`config.mk`:
```
export PLATFORM = sky130hd
export DESIGN_NAME = decode_hazard_stage
export DESIGN_NICKNAME = d
export VERILOG_FILES = /design/src/rtl/decode_hazard_stage.sv
export SDC_FILE = /design/constraint.sdc
export NUM_CORES = 2
export LEC_CHECK = 0
export ABC_CLOCK_PERIOD_IN_PS = 3160
export CORE_MARGIN = 2
export CORE_UTILIZATION = 35
export DETAILED_ROUTE_END_ITERATION = 8
export GPL_ROUTABILITY_DRIVEN = 0
export SLEW_MARGIN = 20
export SYNTH_ARGS = -nofsm -noshare
export SYNTH_HDL_FRONTEND = slang
export SYNTH_SLANG_ARGS = --single-unit
```
`constraint.sdc`:
```
create_clock -name clk -period 3.16 [get_ports clk]
set_input_delay 0.632 -clock clk [delete_from_list [all_inputs] [get_ports clk]]
set_output_delay 0.632 -clock clk [all_outputs]
set_load 0.1 [all_outputs]
```
`src/rtl/decode_hazard_stage.sv`:
```
// -----------------------------------------------------------------------------
// decode_hazard_stage
//   MIPS instruction-decode stage with ID/EX pipeline register.
//   - REG_COUNT-entry register file, write-through bypass, r0 hard-wired to 0
//   - main control decode (R-type, lw, sw, beq, addi; anything else is a nop)
//   - 16-bit immediate sign-extended to DATA_W
//   - load-use hazard detection: inserts a bubble and asks IF to hold
//   - flush squashes the instruction in decode (taken branch)
//
// Ports
//   clk, rst                  clock, synchronous active-high reset
//   wb_reg_write              writeback register-write enable
//   wb_write_reg_location     writeback destination register (REG_AW bits)
//   mem_wb_write_data         writeback data
//   if_id_instr, if_id_npc    instruction / next PC from IF/ID
//   flush                     squash the instruction in decode
//   hazard_stall              combinational hold request to IF
//   id_ex_wb                  {RegWrite, MemtoReg}
//   id_ex_mem                 {Branch, MemRead, MemWrite}
//   id_ex_execute             {RegDst, ALUOp[1:0], ALUSrc}
//   id_ex_npc                 registered next PC
//   id_ex_readdat1/2          registered rs / rt values
//   id_ex_sign_ext            sign-extended immediate
//   id_ex_instr_bits_*        full 5-bit rs / rt / rd fields for forwarding
// -----------------------------------------------------------------------------
module decode_hazard_stage #(
    parameter int DATA_W    = 32,
    parameter int REG_COUNT = 32,
    parameter int NPC_W     = 32,
    localparam int REG_AW   = $clog2(REG_COUNT)
) (
    input  logic              clk,
    input  logic              rst,
    input  logic              wb_reg_write,
    input  logic [REG_AW-1:0] wb_write_reg_location,
    input  logic [DATA_W-1:0] mem_wb_write_data,
    input  logic [31:0]       if_id_instr,
    input  logic [NPC_W-1:0]  if_id_npc,
    input  logic              flush,
    output logic              hazard_stall,
    output logic [1:0]        id_ex_wb,
    output logic [2:0]        id_ex_mem,
    output logic [3:0]        id_ex_execute,
    output logic [NPC_W-1:0]  id_ex_npc,
    output logic [DATA_W-1:0] id_ex_readdat1,
    output logic [DATA_W-1:0] id_ex_readdat2,
    output logic [DATA_W-1:0] id_ex_sign_ext,
    output logic [4:0]        id_ex_instr_bits_2521,
    output logic [4:0]        id_ex_instr_bits_2016,
    output logic [4:0]        id_ex_instr_bits_1511
);

    localparam logic [5:0] OP_RTYPE = 6'b000000;
    localparam logic [5:0] OP_LW    = 6'b100011;
    localparam logic [5:0] OP_SW    = 6'b101011;
    localparam logic [5:0] OP_BEQ   = 6'b000100;
    localparam logic [5:0] OP_ADDI  = 6'b001000;

    typedef struct packed {
        logic [1:0] wb;
        logic [2:0] mem;
        logic [3:0] ex;
    } ctrl_t;

    logic [DATA_W-1:0] regs [REG_COUNT];

    logic [5:0]        opcode;
    logic [4:0]        f_rs, f_rt, f_rd;
    logic [REG_AW-1:0] ra1, ra2;
    logic              wr_valid;
    logic [DATA_W-1:0] rd1, rd2;
    ctrl_t             ctrl;
    logic              uses_rt;

    assign opcode = if_id_instr[31:26];
    assign f_rs   = if_id_instr[25:21];
    assign f_rt   = if_id_instr[20:16];
    assign f_rd   = if_id_instr[15:11];
    assign ra1    = f_rs[REG_AW-1:0];
    assign ra2    = f_rt[REG_AW-1:0];

    // Writes to r0 are dropped, so a valid write never targets r0.
    assign wr_valid = wb_reg_write && (wb_write_reg_location != '0);

    // Read ports: r0 is zero, same-cycle write is bypassed, out-of-range
    // indices (non power-of-two REG_COUNT) read as zero.
    always_comb begin
        rd1 = '0;
        rd2 = '0;
        if (ra1 != '0) begin
            if (wr_valid && wb_write_reg_location == ra1) rd1 = mem_wb_write_data;
            else if (int'(ra1) < REG_COUNT)               rd1 = regs[ra1];
        end
        if (ra2 != '0) begin
            if (wr_valid && wb_write_reg_location == ra2) rd2 = mem_wb_write_data;
            else if (int'(ra2) < REG_COUNT)               rd2 = regs[ra2];
        end
    end

    always_comb begin
        ctrl = '0;
        unique case (opcode)
            OP_RTYPE: ctrl = '{wb: 2'b10, mem: 3'b000, ex: 4'b1100};
            OP_LW:    ctrl = '{wb: 2'b11, mem: 3'b010, ex: 4'b0001};
            OP_SW:    ctrl = '{wb: 2'b00, mem: 3'b001, ex: 4'b0001};
            OP_BEQ:   ctrl = '{wb: 2'b00, mem: 3'b100, ex: 4'b0010};
            OP_ADDI:  ctrl = '{wb: 2'b10, mem: 3'b000, ex: 4'b0001};
            default:  ctrl = '0;
        endcase
    end

    // Only R-type, sw and beq actually source rt; lw/addi overwrite it.
    assign uses_rt = (opcode == OP_RTYPE) || (opcode == OP_SW) || (opcode == OP_BEQ);

    // Load in EX whose destination feeds the instruction in decode. The bubble
    // clears MemRead, so this self-cancels after one cycle.
    assign hazard_stall = !rst && !flush && id_ex_mem[1] &&
                          (id_ex_instr_bits_2016 != 5'd0) &&
                          ((id_ex_instr_bits_2016 == f_rs) ||
                           ((id_ex_instr_bits_2016 == f_rt) && uses_rt));

    always_ff @(posedge clk) begin
        if (rst) begin
            for (int i = 0; i < REG_COUNT; i++) regs[i] <= '0;
        end else if (wr_valid && int'(wb_write_reg_location) < REG_COUNT) begin
            regs[wb_write_reg_location] <= mem_wb_write_data;
        end
    end

    always_ff @(posedge clk) begin
        if (rst) begin
            id_ex_wb              <= '0;
            id_ex_mem             <= '0;
            id_ex_execute         <= '0;
            id_ex_npc             <= '0;
            id_ex_readdat1        <= '0;
            id_ex_readdat2        <= '0;
            id_ex_sign_ext        <= '0;
            id_ex_instr_bits_2521 <= '0;
            id_ex_instr_bits_2016 <= '0;
            id_ex_instr_bits_1511 <= '0;
        end else begin
            // Bubble: controls only; data and fields still load.
            if (flush || hazard_stall) begin
                id_ex_wb      <= '0;
                id_ex_mem     <= '0;
                id_ex_execute <= '0;
            end else begin
                id_ex_wb      <= ctrl.wb;
                id_ex_mem     <= ctrl.mem;
                id_ex_execute <= ctrl.ex;
            end
            id_ex_npc             <= if_id_npc;
            id_ex_readdat1        <= rd1;
            id_ex_readdat2        <= rd2;
            id_ex_sign_ext        <= DATA_W'($signed(if_id_instr[15:0]));
            id_ex_instr_bits_2521 <= f_rs;
            id_ex_instr_bits_2016 <= f_rt;
            id_ex_instr_bits_1511 <= f_rd;
        end
    end

endmodule

```
==> impl_metrics.csv <==
group,metric,value,unit
sta,period_share,1.13,
clock_network,clk_latency,0.80,ns
synth,synth_area_leaders,"edfxtp_1 53%, mux4_2 17%, and2_1 11%",
sta,finalWorstSetupSlack,-0.409,ns
power_and_ir_drop,peakVddDrop,584,uV
clock_network,cts_tree,"built",
power_and_ir_drop,power.density,562,nW/um2
synth,synth_sequential_area_ratio,0.574,
synth,ys.flop_type,"edfxtp_1",
job,cap_violations,0,
synth,yosys.area.top_type_share,0.530,
critical_path,ff2ff_setup_slack,0.99,ns
layout,drive_gt1_frac,0.281,
floorplanning,core_area,165000,um2
routing,dr_total_vias,38100,
routing,drt-initial-drc-count,5387,
critical_path,reg2reg_to,"id_ex_execute[0]",
synth,async_flop_share,0,
power_and_ir_drop,power,38.9,mW
clock_network,hold_buffers,0,
sta,worstMarginPinSlew,1.06,ns
critical_path,critical_path.top_delay_family,"simple AND/OR/NAND/NOR gates",
sta,fmax,280,MHz
floorplanning,die_h,411,um
sta,drv_slew,0,
power_and_ir_drop,p_int,28.2,mW
critical_path,r2r-start,"id_ex_instr_bits_2016[0]",
critical_path,crit_cells,7,
clock_network,htree_levels,4,
sta,setup_viol,1,
layout,layoutNonFillerInstCount,6490,
synth,synth_cells,3917,
layout,nets,4292,
clock_network,cts_inserted_buffers,134,
grt,grt_pass1_vias,37500,
hold_path,hold_path_class,"input pin to flip-flop",
critical_path,crit_chain,"xor2_1 > nor4_4 > buf_4 > o211ai_1 > a21oi_2 > nor3b_4 > buf_12",
synth,yosys_register_bits,1152,
placed_design,place_area,64800,um2
sta,rsz0062_at_grt,"true",
routing,wl_per_cell,32.5,um
grt,grt_util_all_layers,0.246,
sta,fin_crit,3.57,ns
critical_path,crit_buf_inv,2,
routing,drc_errors,0,
power_and_ir_drop,p_leak,24.5,nW
clock_network,cts.sinks,1152,
grt,antenna_found_initial,19,
power_and_ir_drop,switchingPower,10.6,mW
floorplanning,dieArea,169000,um2
grt,grt_start_max_net_pins,82,
floorplanning,fp.dieW,411,um
critical_path,path_max_fanout,4,
power_and_ir_drop,seqPwrFrac,0.462,
sta,maxSlewHeadroom,0.289,
outcome,violations,"negative setup slack",
critical_path,endpoint_kind,"output port",
power_and_ir_drop,pwr-share-clk,0.397,
grt,grt_pass1_wl,292000,um
layout,area_delta_synth_final,19.3,%
outcome,status,"finished, violations left",
synth,netlist_area,58000,um2
placed_design,numPortBuffers,257,
critical_path,critical_path.max_stage_delay,0.50,ns
routing,antenna_left,0,
routing,drtPass1Iterations,6,
critical_path,cp_data_required_time,2.53,ns
critical_path,crit_end,"hazard_stall",
sta,fin_worst_skew,0.0404,ns
layout,fin_area,69200,um2
floorplanning,ios,258,
routing,drt-total-wl,211000,um
floorplanning,initial_core_util,0.352,
clock_network,clockBufferDepth,3,
sta,hold_violations,0,
synth,yosys_warnings,0,
placed_design,pre_cts_slack,-0.620,ns
placed_design,dp_hpwl,132000,um
critical_path,crit_slowest_cell,"nor4_4",
clock_network,cts.root.buffer_cell,"clkbuf_16",
grt,gr-total-overflow,0,
floorplanning,rows,149,
clock_network,clk_pin_slew_worst_paths,0.06,ns
critical_path,setup.worst_path.start,"id_ex_instr_bits_2016[0]",
synth,synth.avg_cell_area,14.8,um2
power_and_ir_drop,p_sw_frac,0.274,
routing,routed_via_density,5.87,
power_and_ir_drop,pwr-share-comb,0.142,
synth,synth.largest_area_cell,"edfxtp_1",
critical_path,worstPathArrival,2.94,ns
critical_path,worst_setup_path_start_kind,"flip-flop",
synth,synth_edf_count,1024,
synth,synth_cell_type_count,47,
critical_path,reg2reg_depth,8,
critical_path,path_class,"flip-flop to output port",
placed_design,dp.cells,6238,
==> how the worst min path moves through the flow <==
stage	startpoint	endpoint	slack, ns	depth (start not counted)
2_1_floorplan	if_id_instr[28]	id_ex_execute[2]	0.71	1
3_3_place_gp	regs[26][9]	id_ex_readdat1[9]	0.83	3
3_5_place_dp	regs[26][29]	id_ex_readdat1[29]	0.85	3
4_1_cts	rst	id_ex_instr_bits_2016[4]	0.1	2
5_1_grt	rst	id_ex_instr_bits_2016[2]	0.14	2
6_report	rst	id_ex_instr_bits_2016[2]	0.15	2
==> metrics by stage <==
step	hold slack, ns	setup TNS [ns]	utilization
after global placement	0.832	-0.618	0.393
after global routing	0.136	-0.487	0.420
after floorplan	0.709	-0.158	-
after detailed placement	0.850	-0.620	0.393
after CTS	0.0982	-0.421	0.420
final	0.148	-0.409	0.420
==> synth_stat cells (36+ instances only) <==
library cell	count
edfxtp_1	1024
and2_1	993
mux4_2	448
clkbuf_1	309
o22ai_1	160
dfxtp_1	128
mux2i_1	128
nor2b_1	92
buf_2	83
nor3_1	69
nor2_1	68
nor4_1	39
nand2_1	36
==> layout make-up <==
type	count	area [um2]
fillers	14900	95600
clock buffers	187	3650
flip-flops and latches	1152	33300
multi-input cells	2350	23200
clock inverters	57	677
diodes	6	15.0
repair buffers	549	5600
well taps	2189	2740
==> registers in the layout, summed over array words and instances (netlist names) <==
name,flops
id_ex_execute,3
id_ex_wb,1
id_ex_readdat2,32
regs,1024
id_ex_npc,32
id_ex_sign_ext,16
id_ex_instr_bits_2521,5
id_ex_instr_bits_2016,5
id_ex_readdat1,32
id_ex_mem,2
==> per-layer routing <==
layer | share of wire | vias to the layer above | global-route usage
met2 | 0.46 | 2332 | 0.383
met1 | 0.40 | 19900 | 0.339
met4 | 0.033 | 4 | 0.0866
li1 | - | 15500 | -
met3 | 0.11 | 360 | 0.0549
met5 | 0.00010 | - | 0
==> power by group through the flow <==
stage / clock [mW] / sequential [mW] / combinational, mW
final: 15.4 / 18.0 / 5.50
after floorplan: 0 / 19.0 / 2.56
after detailed placement: 0 / 18.3 / 5.46
after CTS: 15.6 / 17.9 / 5.48
after global placement: 0 / 18.2 / 5.44
after global routing: 16.1 / 18.0 / 5.67
==> timing repair <==
action | in CTS | in global routing
endpoints found under the setup margin | 1 | 1
gates resized for setup | 8 | 1
pin swaps | 2 | 0
cloned | 0 | 0
setup buffers | 2 | 0
==> layout by cell type (no fill, tap or decap), drive strengths merged, types with 7 or more instances in the layout <==
cell type         n
clkbuf          187
nand2            36
mux4            448
nor4             39
and2            993
clkdlybuf4s50    93
o41ai            32
mux2i           128
or2              32
edfxtp         1024
clkinv           45
xor2             13
a22oi            32
buf             455
a22o             32
o22ai           160
conb             32
o211a            32
nor2b            92
a211oi           32
nand3b            9
nor3             70
dfxtp           128
nor2             68
o221a            32
bufinv            7
==> cell families (layout without fill, tap and decap cells) <==
logic type	Yosys count	in the layout	synth area share
compound gates	358	358	0.0517
mux	576	576	0.196
flops	1152	1152	0.574
other cells	1	38	0.0000647
simple gates	1365	1365	0.142
xor+xnor	19	19	0.00287
buf+inv	446	793	0.0331
Power figures use the tool's default switching activity.
